[config.mk]
export PLATFORM = sky130hd
export DESIGN_NAME = if_id_stage_reg
export DESIGN_NICKNAME = d
export VERILOG_FILES = /design/src/rtl/if_id_stage_reg.sv
export SDC_FILE = /design/constraint.sdc
export NUM_CORES = 1
export LEC_CHECK = 0
export ABC_CLOCK_PERIOD_IN_PS = 2700
export CAP_MARGIN = 20
export CORE_MARGIN = 1
export CORE_UTILIZATION = 47
export DETAILED_ROUTE_END_ITERATION = 8
export DONT_BUFFER_PORTS = 1
export PLACE_DENSITY_LB_ADDON = 0.1
export SLEW_MARGIN = 20
export SYNTH_ARGS = -nofsm -noshare
export SYNTH_HDL_FRONTEND = slang
export SYNTH_SLANG_ARGS = --single-unit
[constraint.sdc]
create_clock -name clk -period 2.7 [get_ports clk]
set_input_delay 0.675 -clock clk [delete_from_list [all_inputs] [get_ports clk]]
set_output_delay 0.675 -clock clk [all_outputs]
set_load 0.02 [all_outputs]
[src/rtl/if_id_stage_reg.sv]
// IF/ID pipeline register: valid/ready handshake with a 2-entry skid buffer,
// synchronous flush, MIPS field split of the held instruction, and a
// saturating count of flushes that actually killed a beat.
module if_id_stage_reg #(
  parameter int unsigned PC_W  = 32,
  parameter int unsigned CNT_W = 16
) (
  input  logic             clk,
  input  logic             rst_n,
  input  logic             in_valid,
  output logic             in_ready,
  input  logic [31:0]      instr_in,
  input  logic [PC_W-1:0]  pc_plus4_in,
  input  logic             flush,
  output logic             out_valid,
  input  logic             out_ready,
  output logic [31:0]      id_instr,
  output logic [5:0]       id_opcode,
  output logic [4:0]       id_rs,
  output logic [4:0]       id_rt,
  output logic [4:0]       id_rd,
  output logic [4:0]       id_shamt,
  output logic [5:0]       id_func,
  output logic [15:0]      id_imm,
  output logic [25:0]      id_addr,
  output logic [PC_W-1:0]  id_pc_plus4,
  output logic [CNT_W-1:0] flush_cnt
);

  localparam int unsigned INSTR_W = 32;
  localparam logic [CNT_W-1:0] CNT_MAX = '1;

  // Occupancy is implied by the two valid bits; this is just a decoded view.
  typedef enum logic [1:0] {
    ST_EMPTY = 2'd0,
    ST_ONE   = 2'd1,
    ST_TWO   = 2'd2
  } state_e;

  logic               main_valid_q, main_valid_d;
  logic [INSTR_W-1:0] main_instr_q, main_instr_d;
  logic [PC_W-1:0]    main_pc_q,    main_pc_d;
  logic               skid_valid_q, skid_valid_d;
  logic [INSTR_W-1:0] skid_instr_q, skid_instr_d;
  logic [PC_W-1:0]    skid_pc_q,    skid_pc_d;
  logic [CNT_W-1:0]   cnt_q,        cnt_d;

  state_e state_c;
  logic   accept_c;
  logic   pop_c;

  // Handshake: in_ready comes straight from a flop, out_valid is masked by flush.
  assign in_ready  = ~skid_valid_q;
  assign out_valid = main_valid_q & ~flush;
  assign accept_c  = in_valid & in_ready;
  assign pop_c     = out_valid & out_ready;

  // Decode occupancy from the valid bits.
  always_comb begin
    state_c = ST_EMPTY;
    if (main_valid_q) begin
      state_c = skid_valid_q ? ST_TWO : ST_ONE;
    end
  end

  // Next-state: flush wins, otherwise shift beats in order through skid/main.
  always_comb begin
    main_valid_d = main_valid_q;
    main_instr_d = main_instr_q;
    main_pc_d    = main_pc_q;
    skid_valid_d = skid_valid_q;
    skid_instr_d = skid_instr_q;
    skid_pc_d    = skid_pc_q;
    cnt_d        = cnt_q;

    if (flush) begin
      main_valid_d = 1'b0;
      main_instr_d = '0;
      main_pc_d    = '0;
      skid_valid_d = 1'b0;
      skid_instr_d = '0;
      skid_pc_d    = '0;
      if ((main_valid_q | skid_valid_q | accept_c) && (cnt_q != CNT_MAX)) begin
        cnt_d = cnt_q + CNT_W'(1);
      end
    end else begin
      case (state_c)
        ST_EMPTY: begin
          if (accept_c) begin
            main_valid_d = 1'b1;
            main_instr_d = instr_in;
            main_pc_d    = pc_plus4_in;
          end
        end
        ST_ONE: begin
          if (accept_c && pop_c) begin
            main_instr_d = instr_in;
            main_pc_d    = pc_plus4_in;
          end else if (accept_c) begin
            skid_valid_d = 1'b1;
            skid_instr_d = instr_in;
            skid_pc_d    = pc_plus4_in;
          end else if (pop_c) begin
            main_valid_d = 1'b0;
            main_instr_d = '0;
            main_pc_d    = '0;
          end
        end
        ST_TWO: begin
          if (pop_c) begin
            main_instr_d = skid_instr_q;
            main_pc_d    = skid_pc_q;
            skid_valid_d = 1'b0;
            skid_instr_d = '0;
            skid_pc_d    = '0;
          end
        end
        default: ;
      endcase
    end
  end

  // State and counter registers.
  always_ff @(posedge clk or negedge rst_n) begin
    if (!rst_n) begin
      main_valid_q <= 1'b0;
      main_instr_q <= '0;
      main_pc_q    <= '0;
      skid_valid_q <= 1'b0;
      skid_instr_q <= '0;
      skid_pc_q    <= '0;
      cnt_q        <= '0;
    end else begin
      main_valid_q <= main_valid_d;
      main_instr_q <= main_instr_d;
      main_pc_q    <= main_pc_d;
      skid_valid_q <= skid_valid_d;
      skid_instr_q <= skid_instr_d;
      skid_pc_q    <= skid_pc_d;
      cnt_q        <= cnt_d;
    end
  end

  // Field split of the held instruction.
  assign id_instr    = main_instr_q;
  assign id_opcode   = main_instr_q[31:26];
  assign id_rs       = main_instr_q[25:21];
  assign id_rt       = main_instr_q[20:16];
  assign id_rd       = main_instr_q[15:11];
  assign id_shamt    = main_instr_q[10:6];
  assign id_func     = main_instr_q[5:0];
  assign id_imm      = main_instr_q[15:0];
  assign id_addr     = main_instr_q[25:0];
  assign id_pc_plus4 = main_pc_q;
  assign flush_cnt   = cnt_q;

endmodule

### After elaboration in Yosys (flattened, before gate mapping)

Index checks and enable logic that the tools add are counted.

* output and inout bits: 156
* input port bits: 69
* flip-flop bits (word level): 146

* equal/unequal tests: 11
* $add $sub $neg: 1
* reductions and logical operators: 10
* mux-type cells: 29
* bitwise logic cells: 7

Operators with widths (number)
* 32-bit two-way mux: 14
* 32-bit one-hot mux with 3 select lines: 2
* 32-bit one-hot mux with 2 select lines: 2
* 3-bit != test (second input constant): 6
* 16-bit by 1-bit adder with 16-bit output (second input constant): 1
* 16-bit != test (second input constant): 1
* 5-bit AND reduction: 2
* 4-bit != test (second input constant): 2
* 1-bit two-way mux: 7
* 3-bit nonzero test: 2
* 2-bit two-way mux: 2
* 1-bit one-hot mux with 2 select lines: 2
* 4-bit AND reduction: 1
* 4-bit nonzero test: 1
* 1-bit bitwise AND: 3
* 2-bit by 1-bit == test with 1-bit output (second input constant): 1
* 2-bit == test (second input constant): 1
* 1-bit logical AND: 2
* 2-bit logical NOT: 1
* 1-bit inverter: 2
* 1-bit OR: 2
* 2-bit AND reduction: 1

### Logic depth before layout (Yosys ltp)

* depth in word-level cells: 8
* mapped depth: 7
* mapped depth without buffers: 5

### Worst setup path after synthesis

No wires, ideal clock.

* kind: in2reg
* from: input port flush
* to: register skid_instr_q[0]
* path slack: 0.882 ns
* data arrival time: 1.752 ns
* cell stages on the path: 5
* buffers on the path: 2
* data required time: 2.635 ns
* path through: nor2b_1 > nor3b_2 > buf_2 > buf_2 > a22o_1

* cells in the longest elaborated chain, start to end: 6

Ends and longest elaborated chain
* start, declared: line 14 `input logic flush,`
* 1-bit inverter: line 54 `assign out_valid = main_valid_q & ~flush;`
* 1-bit bitwise AND: line 54
* 1-bit bitwise AND: line 56 `assign pop_c = out_valid & out_ready;`
* 1-bit logical AND: line 96 `if (accept_c && pop_c) begin`
* 3-bit != test (no line)
* 4-bit AND reduction (no line)
* end signal, assigned: line 138 `skid_instr_q <= skid_instr_d;`
* end, declared: line 44 `logic [INSTR_W-1:0] skid_instr_q, skid_instr_d;`

Several ways; a longest one is shown, not always the timed one.
A chain may end at the register's enable or synchronous reset.

### Worst setup path in the final report

* from: register main_valid_q
* to: output port out_valid

* cells in the longest elaborated chain, start to end: 1

Ends and longest elaborated chain
* start, declared: line 40 `logic main_valid_q, main_valid_d;`
* start signal, assigned: line 134 `main_valid_q <= main_valid_d;`
* 1-bit bitwise AND: line 54
* end, declared: line 15 `output logic out_valid,`

Every way passes these cells.

==> metrics.txt <==
status=complete, but fails checks; failing checks=hold timing; Routed WL=14.74 mm; slew margin rel.=46.80%; latest clock arrival within the worst-skew pair=420 ps; Critical Path Start Type=register; Peak VDD IR=368.9 µV; synthesized area=6605 µm²; Slew @ Worst Pin=798.0 ps; CP arrival=1420 ps; CTS tree=yes; IO Port Bufs=0; antenna viol nets, final=0; first-pass GRT wire length=23.70 mm; Reg2Reg Setup Slack=620 ps; largest net degree at the start of global routing=147; launching point of the worst reg2reg path=main_valid_q$_DFFE_PN0P_; Hold Vio Cnt, Final=146; H-tree levels=4; Layout Cells excl Fill=685; clk sinks=146; Via density=6.029; Routed WL per cell=21.51 µm; Die H=120.5 µm; synthesis-stage register bit count=146; post-synthesis sequential area ratio=55.31%; Total GRT Usage=21.51%; RSZ-0062 raised after global routing=no; root buffer cell=clkbuf_16; Setup Viol. Count Final=0; Cells after Synth=588; fin nets=569; Hold WC Path Type=input pin to asynchronous set/reset pin; Final HPWL DP=8.599 mm; PostCTS Resize Cnt=0; Die X=120.5 µm; drc violations=0; gr ovfl total=0; initial antenna violation count=0; leakage=0.003085 µW; Final Wtd Congestion=0.7555; DRT Pass-1 Iters=5; critical path fanouts, max=8; final worst path period need=2099 ps; via count=4,130; proportion of layout cells with a drive suffix above 1=10.22%; I/O Pins=225; WP data required=2030 ps; Worst R2R Path Depth=5; Final Max Tran Viols=0; crit end category=output port; Syn Nets=658; Peak Freq=0.4764 GHz; Crit Path Category=register to output port; Tcrit/Tclk final=77.74%; Yosys cell types=40; hold slack=-48.63 ps; Worst R2R End=id_pc_plus4[5]$_DFFE_PN0P_; P&R area growth vs syn=2.557%; pwr dens=837.2 nW/µm²; Final Skew=5.504 ps; ys flop type=dfrtp_1; Initial Utilization=49.10%; setup tns final=0 ps; number of flops mapped to enable cells by yosys=0; Async SR Flop Fraction=100.0%; core area=13,450 µm²; syn_area_per_cell=11.23 µm²; DR iter-0 viols=283; die footprint=14,530 µm²; Antenna Diode Count=0; YS warnings=0; CTS Buffer Depth=2; final core utilization=50.35%; Reg clk slew, reported paths=60 ps; maxcap violations=0; Placed Cells=656; std cell rows=42; number of global-route vias before repair=4,288; Num CTS Buffers=17
-- metal layers --
metal  wire length [µm]  vias to the layer above  GRT usage [%]
li1                   -                     1857              -
met1               5901                     2089          27.09
met4                233                        0          8.796
met3               1468                       18          8.632
met2               7131                      166          32.90
met5                  0                        -              0
-- sequential cells by signal, indices dropped and copies added (netlist names) --
register	cells
skid_pc_q	32
skid_instr_q	32
id_instr	32
flush_cnt	16
skid_valid_q	1
main_valid_q	1
id_pc_plus4	32
-- cell families (layout without fill, tap and decap cells) --
kind of cell,after synthesis,in the layout,share of synthesized area (%)
compound gates,200,200,21.50
xor+xnor,13,13,1.724
fa+ha+maj,1,1,0.1894
buf+inv,119,40,12.48
flops,146,146,55.31
mux,3,3,0.5682
simple gates,106,106,8.221
-- cells in the mapped netlist (2+ instances only) --
cell type	n	area share (%)
a21oi_1	2	0.15
a22o_1	64	8.5
a22oi_1	64	7.3
and4_1	2	0.27
buf_2	20	1.5
buf_4	82	9.3
buf_6	6	1.0
clkbuf_1	10	0.57
dfrtp_1	146	55
mux2_1	2	0.34
nand2_1	71	4.0
nand2b_1	4	0.38
nand3_1	7	0.53
nand4_1	3	0.28
nor3_1	3	0.23
nor3b_1	2	0.23
nor4_1	2	0.19
o21ai_0	4	0.30
o21ai_1	62	4.7
xnor2_1	6	0.80
xor2_1	7	0.93
-- timing repair --
item | 4_1_cts | 5_1_grt
endpoints found under the setup margin | 0 | 0
endpoints found under the hold margin | 146 | 146
buffers inserted | 0 | 0
-- cell type report --
cell class                 instances  area (µm²)
timing repair buffer              10       112.6
tap                              176       220.2
clock buffer                      25       525.5
multi-input combinational        323        2163
inverter                           1       3.754
fill                            1237        6679
sequential                       146        3654
clock inverter                     4       95.09
-- worst max-delay path: stages, from the launching register on --
cell and delay, ps:
dfrtp_1 590, nor2b_1 240, buf_4 170
-- through the flow --
stage / worst slack, ps / hold WS, ps / total power, µW / area (µm²)
after global routing: 462.5 / -75.60 / 5892 / 6774
after floorplan: 882.2 / 379.4 / 3261 / 6605
after detailed placement: 532.8 / 382.6 / 3247 / 6153
final: 601.1 / -48.63 / 5671 / 6774
after global placement: 571.1 / 383.5 / 3228 / 6153
after CTS: 569.8 / -68.46 / 5731 / 6774
-- placed cells by master (no fill, tap or decap), types with 2 or more instances in the layout --
cell       count
o21ai_0        4
o21ai_1       62
clkbuf_16     17
xnor2_1        6
nand4_1        3
a22o_1        64
nand3_1        7
dfrtp_1      146
nor3_1         3
bufinv_16      3
clkbuf_8       7
buf_4          7
buf_12         3
nor3b_1        2
nand2b_1       4
nand2_1       71
nor4_1         2
xor2_1         7
and4_1         2
a22oi_1       64
mux2_1         2
-- power breakdown --
| part | switching, µW | total, µW | leakage [µW] | internal (µW) |
|---|---|---|---|---|
| sequential | 488 | 2830 | 0.00197 | 2340 |
| combinational | 215 | 372 | 0.000808 | 157 |
| clock | 863 | 2470 | 0.000307 | 1610 |
| total | 1570 | 5670 | 0.00308 | 4100 |
-- worst max path at each step --
stage                             startpoint  depth (start not counted)                           to
floorplan                              flush                          5  skid_instr_q[0]$_DFFE_PN0P_
global placement                    in_valid                          5      id_instr[3]$_DFFE_PN0P_
detailed placement                  in_valid                          5   id_pc_plus4[5]$_DFFE_PN0P_
CTS                 main_valid_q$_DFFE_PN0P_                          2                    out_valid
global route        main_valid_q$_DFFE_PN0P_                          5   id_pc_plus4[5]$_DFFE_PN0P_
finish              main_valid_q$_DFFE_PN0P_                          2                    out_valid
Power figures use the tool's default switching activity.
